File: config.mk
export PLATFORM = sky130hd
export DESIGN_NAME = pwm_capture
export DESIGN_NICKNAME = d
export VERILOG_FILES = /design/src/rtl/pwm_pkg.sv /design/src/rtl/pwm_edge_sync.sv /design/src/rtl/pwm_capture.sv
export SDC_FILE = /design/constraint.sdc
export NUM_CORES = 1
export LEC_CHECK = 0
export BUFFER_PORTS_ARGS = -buffer_cell sky130_fd_sc_hd__buf_4
export CAP_MARGIN = 25
export CORE_ASPECT_RATIO = 1.75
export CORE_MARGIN = 2
export CORE_UTILIZATION = 35
export DETAILED_ROUTE_END_ITERATION = 7
export GPL_ROUTABILITY_DRIVEN = 0
export GPL_TIMING_DRIVEN = 0
export PLACE_DENSITY = 0.5
export SKIP_LAST_GASP = 1
export SLEW_MARGIN = 20
export SYNTH_ARGS = -nofsm -noshare
export SYNTH_HDL_FRONTEND = slang
export SYNTH_HIERARCHICAL = 1
export SYNTH_SLANG_ARGS = --single-unit
File: constraint.sdc
create_clock -name clk -period 7.1 [get_ports clk]
set_input_delay 1.775 -clock clk [delete_from_list [all_inputs] [get_ports clk]]
set_output_delay 1.775 -clock clk [all_outputs]
set_load 0.005 [all_outputs]
File: src/rtl/pwm_pkg.sv
// pwm_pkg: constants and duty-code type shared by the PWM generator and pwm_capture.
package pwm_pkg;
    localparam int PWM_WIDTH = 8;
    localparam int PWM_PERIOD = 256;
    localparam logic [PWM_WIDTH-1:0] PWM_CODE_MAX = 8'hFF;
    localparam logic [PWM_WIDTH-1:0] PWM_CODE_MIN = 8'h00;
    typedef logic [PWM_WIDTH-1:0] duty_t;
endpackage

File: src/rtl/pwm_edge_sync.sv
// pwm_edge_sync: synchronizes an asynchronous line and flags its edges.
// Ports: clk, rst_n (async active-low), pulse_in (async line),
//        p_s (synchronized level), rise / fall (single-cycle edge flags).
module pwm_edge_sync #(
    parameter int SYNC_STAGES = 2
) (
    input  logic clk,
    input  logic rst_n,
    input  logic pulse_in,
    output logic p_s,
    output logic rise,
    output logic fall
);
    logic [SYNC_STAGES-1:0] sync;
    logic p_d;

    always_ff @(posedge clk or negedge rst_n) begin
        if (!rst_n) begin
            sync <= '0;
            p_d <= 1'b0;
        end else begin
            sync <= {sync[SYNC_STAGES-2:0], pulse_in};
            p_d <= p_s;
        end
    end

    assign p_s = sync[SYNC_STAGES-1];
    assign rise = p_s & ~p_d;
    assign fall = ~p_s & p_d;
endmodule

File: src/rtl/pwm_capture.sv
// pwm_capture: recovers the duty code of a PWM line, flags bad periods, reports lock.
// Ports: clk, rst_n (async active-low), pulse_in (async PWM line),
//        pulse_width (recovered code, held), width_valid (update strobe),
//        period_err (bad-period strobe), locked (last period was exact).
module pwm_capture
    import pwm_pkg::*;
#(
    parameter int WIDTH = PWM_WIDTH,
    parameter int PERIOD = 2 ** WIDTH,
    parameter int SYNC_STAGES = 2
) (
    input  logic             clk,
    input  logic             rst_n,
    input  logic             pulse_in,
    output logic [WIDTH-1:0] pulse_width,
    output logic             width_valid,
    output logic             period_err,
    output logic             locked
);
    localparam int CW = WIDTH + 1;
    localparam logic [CW-1:0] PER = CW'(PERIOD);
    localparam logic [CW-1:0] CODE_TOP = CW'(PERIOD - 2);
    localparam logic [CW-1:0] SAT = '1;

    logic p_s, rise, fall;
    logic [CW-1:0] high_cnt, period_cnt, idle_cnt;
    logic have_rise;
    logic any_edge, timeout, clamp;
    logic [CW-1:0] meas;

    pwm_edge_sync #(.SYNC_STAGES(SYNC_STAGES)) u_sync (
        .clk(clk),
        .rst_n(rst_n),
        .pulse_in(pulse_in),
        .p_s(p_s),
        .rise(rise),
        .fall(fall)
    );

    // high_cnt counts the rise cycle as 1, so a code-N pulse measures N+1
    assign meas = high_cnt - CW'(1);
    assign clamp = meas > CODE_TOP;
    assign any_edge = rise | fall;
    // an edge landing on the timeout cycle wins, so legal streams never time out
    assign timeout = (idle_cnt == PER) && !any_edge;

    always_ff @(posedge clk or negedge rst_n) begin
        if (!rst_n) begin
            high_cnt <= '0;
            period_cnt <= '0;
            idle_cnt <= '0;
            have_rise <= 1'b0;
            pulse_width <= '0;
            width_valid <= 1'b0;
            period_err <= 1'b0;
            locked <= 1'b0;
        end else begin
            width_valid <= 1'b0;
            period_err <= 1'b0;
            high_cnt <= rise ? CW'(1) : (p_s && high_cnt != SAT) ? high_cnt + CW'(1) : high_cnt;
            period_cnt <= rise ? CW'(1) : (period_cnt != SAT) ? period_cnt + CW'(1) : period_cnt;
            idle_cnt <= (any_edge || timeout) ? '0 : idle_cnt + CW'(1);
            if (rise) begin
                have_rise <= 1'b1;
                if (have_rise) begin
                    locked <= period_cnt == PER;
                    period_err <= period_cnt != PER;
                end
            end
            // a fall without a preceding rise is a truncated pulse and is dropped
            if (fall && have_rise) begin
                width_valid <= 1'b1;
                pulse_width <= clamp ? CODE_TOP[WIDTH-1:0] : meas[WIDTH-1:0];
                period_err <= clamp;
            end
            // stuck line: report the level as full-scale or zero duty
            if (timeout) begin
                width_valid <= 1'b1;
                pulse_width <= {WIDTH{p_s}};
                locked <= 1'b0;
                have_rise <= 1'b0;
            end
        end
    end
endmodule
=== Yosys cells after proc, flatten, opt, wreduce, memory -nomap -nowiden ===
Index checks and enable logic that the tools add are counted.

* Bits in registers: 42
* Bits of input ports: 3
* Output and inout bits: 11
* Word-level logic and storage cells: 54

* Add/sub/neg operators: 4
* $lt $le $gt $ge: 1
* Equal/unequal tests: 5
* Multiplexer cells: 18
* Bitwise logic cells: 5
* Reduce and logical (&&, ||, !) cells: 11

{| class="wikitable"
|+ Operators by type and width
! cell !! count
|-
| two-way mux 9 bit || 5
|-
| adder 9 x 1 -> 9 bit (second input constant) || 3
|-
| != test 9 bit (second input constant) || 3
|-
| two-way mux 8 bit || 3
|-
| == test 9 bit (second input constant) || 2
|-
| two-way mux 1 bit || 10
|-
| nonzero test 2 bit || 5
|-
| greater-than comparator 9 x 8 -> 1 bit (second input constant) || 1
|-
| subtractor 9 x 1 -> 9 bit (second input constant) || 1
|-
| logical AND 1 bit || 3
|-
| bitwise AND 1 bit || 2
|-
| inverter 1 bit || 2
|-
| AND reduction 2 bit || 1
|-
| logical NOT 1 bit || 1
|-
| logical OR 1 bit || 1
|-
| OR 1 bit || 1
|}

=== Logic depth before layout (Yosys ltp) ===
* Depth after elaboration: 7
* Mapped depth: 11
* Mapped depth without buffers: 9

=== Cells and area by module ===
The synthesis kept the hierarchy.

{| class="wikitable"
|+ Modules (own cells, without submodules)
! module !! instances !! cells an instance !! area each (µm²) !! sequential area each (µm²)
|-
| pwm_capture || 1 || 229 || 2,169.6 || 975.9
|-
| pwm_edge_sync || 1 || 5 || 90.1 || 75.1
|}

=== Worst setup path before layout ===
No wires, ideal clock.

* Kind: register to register
* Start: register high_cnt[0]
* End: register pulse_width[0]
* Library setup time: 0.065 ns
* Arrival time: 2.164 ns
* Required time: 7.035 ns
* Setup slack: 4.870 ns
* Cell stages (with the launch flop): 9
* Buffers on the path: 1
* Clock period less this slack: 2.230 ns
* Cells stage by stage: dfrtp_1 > inv_1 > ha_1 > or4b_4 > buf_6 > nor4_4 > xor2_2 > a2111oi_1 > o22a_1

* Word-level cells in the longest chain between the ends: 5

{| class="wikitable"
|+ RTL lines
! what !! line !! source
|-
| from (decl) || pwm_capture.sv:26 || <nowiki>logic [CW-1:0] high_cnt, period_cnt, idle_cnt;</nowiki>
|-
| from (signal assigned) || pwm_capture.sv:60 || <nowiki>high_cnt <= rise ? CW'(1) : (p_s && high_cnt != SAT) ? high_cnt + CW'(1) : high_cnt;</nowiki>
|-
| subtractor 9 x 1 -> 9 bit * || pwm_capture.sv:41 || <nowiki>assign meas = high_cnt - CW'(1);</nowiki>
|-
| greater-than comparator 9 x 8 -> 1 bit || pwm_capture.sv:42 || <nowiki>assign clamp = meas > CODE_TOP;</nowiki>
|-
| two-way mux 8 bit * || pwm_capture.sv:73 || <nowiki>pulse_width <= clamp ? CODE_TOP[WIDTH-1:0] : meas[WIDTH-1:0];</nowiki>
|-
| two-way mux 8 bit * || pwm_capture.sv:71 || <nowiki>if (fall && have_rise) begin</nowiki>
|-
| two-way mux 8 bit * || pwm_capture.sv:77 || <nowiki>if (timeout) begin</nowiki>
|-
| to (signal assigned) || pwm_capture.sv:73 ||
|-
| to (signal assigned) || pwm_capture.sv:79 || <nowiki>pulse_width <= {WIDTH{p_s}};</nowiki>
|-
| to (decl) || pwm_capture.sv:15 || <nowiki>output logic [WIDTH-1:0] pulse_width,</nowiki>
|}

Every way passes the cells marked *; elsewhere a longest branch is shown, timed or not. The select of a mux whose other input is x is not followed.
A chain may end at the register's enable or synchronous reset.

=== Worst setup path in the final report ===
* Start: register pulse_width[3]
* End: output pulse_width[3]

No word-level cell between the ends.

==> flow_summary.toml <==
[floorplanning]
initial_utilization = 0.363
die-area_mm2 = 0.00714
die_h_um = 110
pin_count = 14
core_area_mm2 = 0.00623
die_x_um = 64.7
rows = 38

[cells_and_area]
area_delta_synth_final_pct = 15.1
nFillCells = 638
num-nets-final = 266
num_antenna_cells = 0
final_cell_mix = "dfrtp_1 (42), nor2_1 (36), nand2_1 (21)"
drive_gt1_frac = 0.133
mostFrequentLayoutCell = "dfrtp_1"
fin_cells = 335

[clocking]
worstSkewPairLatency_ps = 300
root_buffer = "clkbuf_8"
cts-hold-fix-buffers = 0
cts_made_buffers = 5
cts_tree = "done"
cts.sinks = 42
htree_levels = 2
postCtsResizedCells = 0
cts_setup_buffers = 0
path_clk_slew_ps = 80
clk_path_buf_depth = 2

[power]
leakagePower_nw = 1.15
ir_worst_vdd_uv = 112
power.density_mw_per_mm2 = 287

[sta]
fin_skew_ps = 7.82
post-route-min-period_ps = 2610
hold_viol = 0
setup_ws_ps = 4490
setup_tns_ps = 0
slew_violations = 0
worst_slew_pin_slew_ps = 681
rsz0062_at_grt = "false"
setup_violations = 0
holdWs_ps = 353
max_freq_ghz = 0.383
max-slew-margin-rel = 0.543
period_share = 0.368

[setup_path]
cp_cell_sequence = "buf_4"
worstPathMaxFanout = 2
required_ps = 5330
setup.worst_path.class = "register to output pin"
r2r_cells = 8
slowest_stage = "dfrtp_1"
r2r_setup_slack_ps = 4490
cp_data_arrival_time_ps = 840
crit_family = "flip-flops"
crit_path_start_kind = "register"
max_stage_delay_ps = 400
critPathBufInv = 1
end_kind = "output pin"
reg2reg_from = "high_cnt[0]$_DFFE_PN0P_"
r2r-end = "pulse_width[0]$_DFFE_PN0P_"

[global_routing]
grt_start_max_net_pins = 43
grt_pass1_wl_um = 8110
grt_use_total = 0.150
overflow = 0
grt_util_met3 = 0.0284
first_global_vias = 1664
met1_usage = 0.163
use_met2 = 0.273
antenna_found_initial = 0
busiest_layer = "met2"

[hold_path]
hold_depth = 0
hold_path_class = "register to register"
hold_end = "u_sync/sync[1]$_DFF_PN0_"
hold_start = "u_sync/sync[0]$_DFF_PN0_"

[placed_design]
hpwl_um = 3460
place_ws_ps = 4430
port_buffers = 13
dpl.cell_count = 327

[synthesis]
avgSynthCellArea_um2 = 9.66
synth_warnings = 6
synth_fp_nets = 246
syn_inst = 234
synth_seq_cells = 42
async_flop_share = 1.00
ys.flop_type = "dfrtp_1"
synth-seq-area-share = 0.465
synth_edf_count = 0
synthesis.area_mm2 = 0.00226
synth_cell_types = 46

[run]
maxCapViolations = 0

[outcome]
status = "finished clean"

[routing]
vias = 1655
wire_per_inst_um = 13.9
drcViolationCount = 0
postRouteAntennaNets = 0
drt_first_pass_iters = 4
via_per_inst = 4.94
routed_wl_um = 4650
drtIter0Drc = 89
## state kept, by name (all words and copies together) (netlist names)
signal       count
high_cnt         9
idle_cnt         9
period_cnt       9
pulse_width      8
u_sync/sync      2
have_rise        1
locked           1
period_err       1
u_sync/p_d       1
width_valid      1
## logic make-up after synthesis
logic type	Yosys count	synth area share
xor gates and xnor gates	22	0.0886
buffers and inverters	19	0.0421
AOI/OAI and AO/OA	32	0.0892
muxes	4	0.0177
DFF	42	0.465
and+or+nand+nor	106	0.248
adders and majority gates	9	0.0498
## worst max path at each step
| stage | from | end | slack, ps | cells after the start |
|---|---|---|---|---|
| 3_5_place_dp | high_cnt[0]$_DFFE_PN0P_ | pulse_width[0]$_DFFE_PN0P_ | 4430 | 8 |
| 4_1_cts | high_cnt[0]$_DFFE_PN0P_ | pulse_width[0]$_DFFE_PN0P_ | 4410 | 8 |
| 3_3_place_gp | high_cnt[0]$_DFFE_PN0P_ | pulse_width[0]$_DFFE_PN0P_ | 4450 | 8 |
| 2_1_floorplan | high_cnt[0]$_DFFE_PN0P_ | pulse_width[0]$_DFFE_PN0P_ | 4870 | 8 |
| 6_report | pulse_width[3]$_DFFE_PN0P_ | pulse_width[3] | 4490 | 1 |
| 5_1_grt | high_cnt[0]$_DFFE_PN0P_ | pulse_width[0]$_DFFE_PN0P_ | 4300 | 8 |
## cell usage after synthesis, drive strengths merged (4+ instances only)
cell type / instances / area [µm²]
dfrtp: 42 / 1050
o21ai: 12 / 60.1
xnor2: 10 / 87.6
mux2i: 4 / 40.0
buf: 5 / 42.5
nand3: 6 / 30.0
nor2: 37 / 141
inv: 8 / 30.0
nand2: 21 / 78.8
clkbuf: 6 / 22.5
nand4: 6 / 37.5
ha: 9 / 113
nor2b: 7 / 43.8
a21oi: 7 / 35.0
nor3: 4 / 20.0
xor2: 12 / 113
## final cells by class
type | instances | area (µm²) | share of cell area
tap | 80 | 100 | 0.0385
inverter | 8 | 30.0 | 0.0115
sequential | 42 | 1050 | 0.404
timing repair buffer | 13 | 97.6 | 0.0375
clock buffer | 6 | 82.6 | 0.0318
multi-input combinational | 173 | 1110 | 0.428
buffer | 11 | 65.1 | 0.0250
clock inverter | 2 | 60.1 | 0.0231
## per-layer routing
metal | vias to the layer above | routed length, µm
li1 | 838 | -
met1 | 797 | 1790
met2 | 12 | 2650
met3 | 8 | 78
met4 | 0 | 130
met5 | - | 0
## through the flow
stage | total power [mW] | instance area [µm²] | util
floorplan | 0.449 | 2260 | -
CTS | 0.761 | 2600 | 0.417
finish | 0.747 | 2600 | 0.417
global placement | 0.519 | 2460 | 0.395
detailed placement | 0.522 | 2460 | 0.395
global route | 0.799 | 2600 | 0.417
## power breakdown
| part | internal [mW] | total, mW | switching, mW | leakage (nW) |
|---|---|---|---|---|
| clock | 0.150 | 0.234 | 0.0839 | 0.0714 |
| sequential | 0.277 | 0.313 | 0.0369 | 0.539 |
| combinational | 0.0994 | 0.199 | 0.0998 | 0.541 |
| total | 0.526 | 0.747 | 0.221 | 1.15 |
Note: power is estimated with default switching activity, not from simulation.
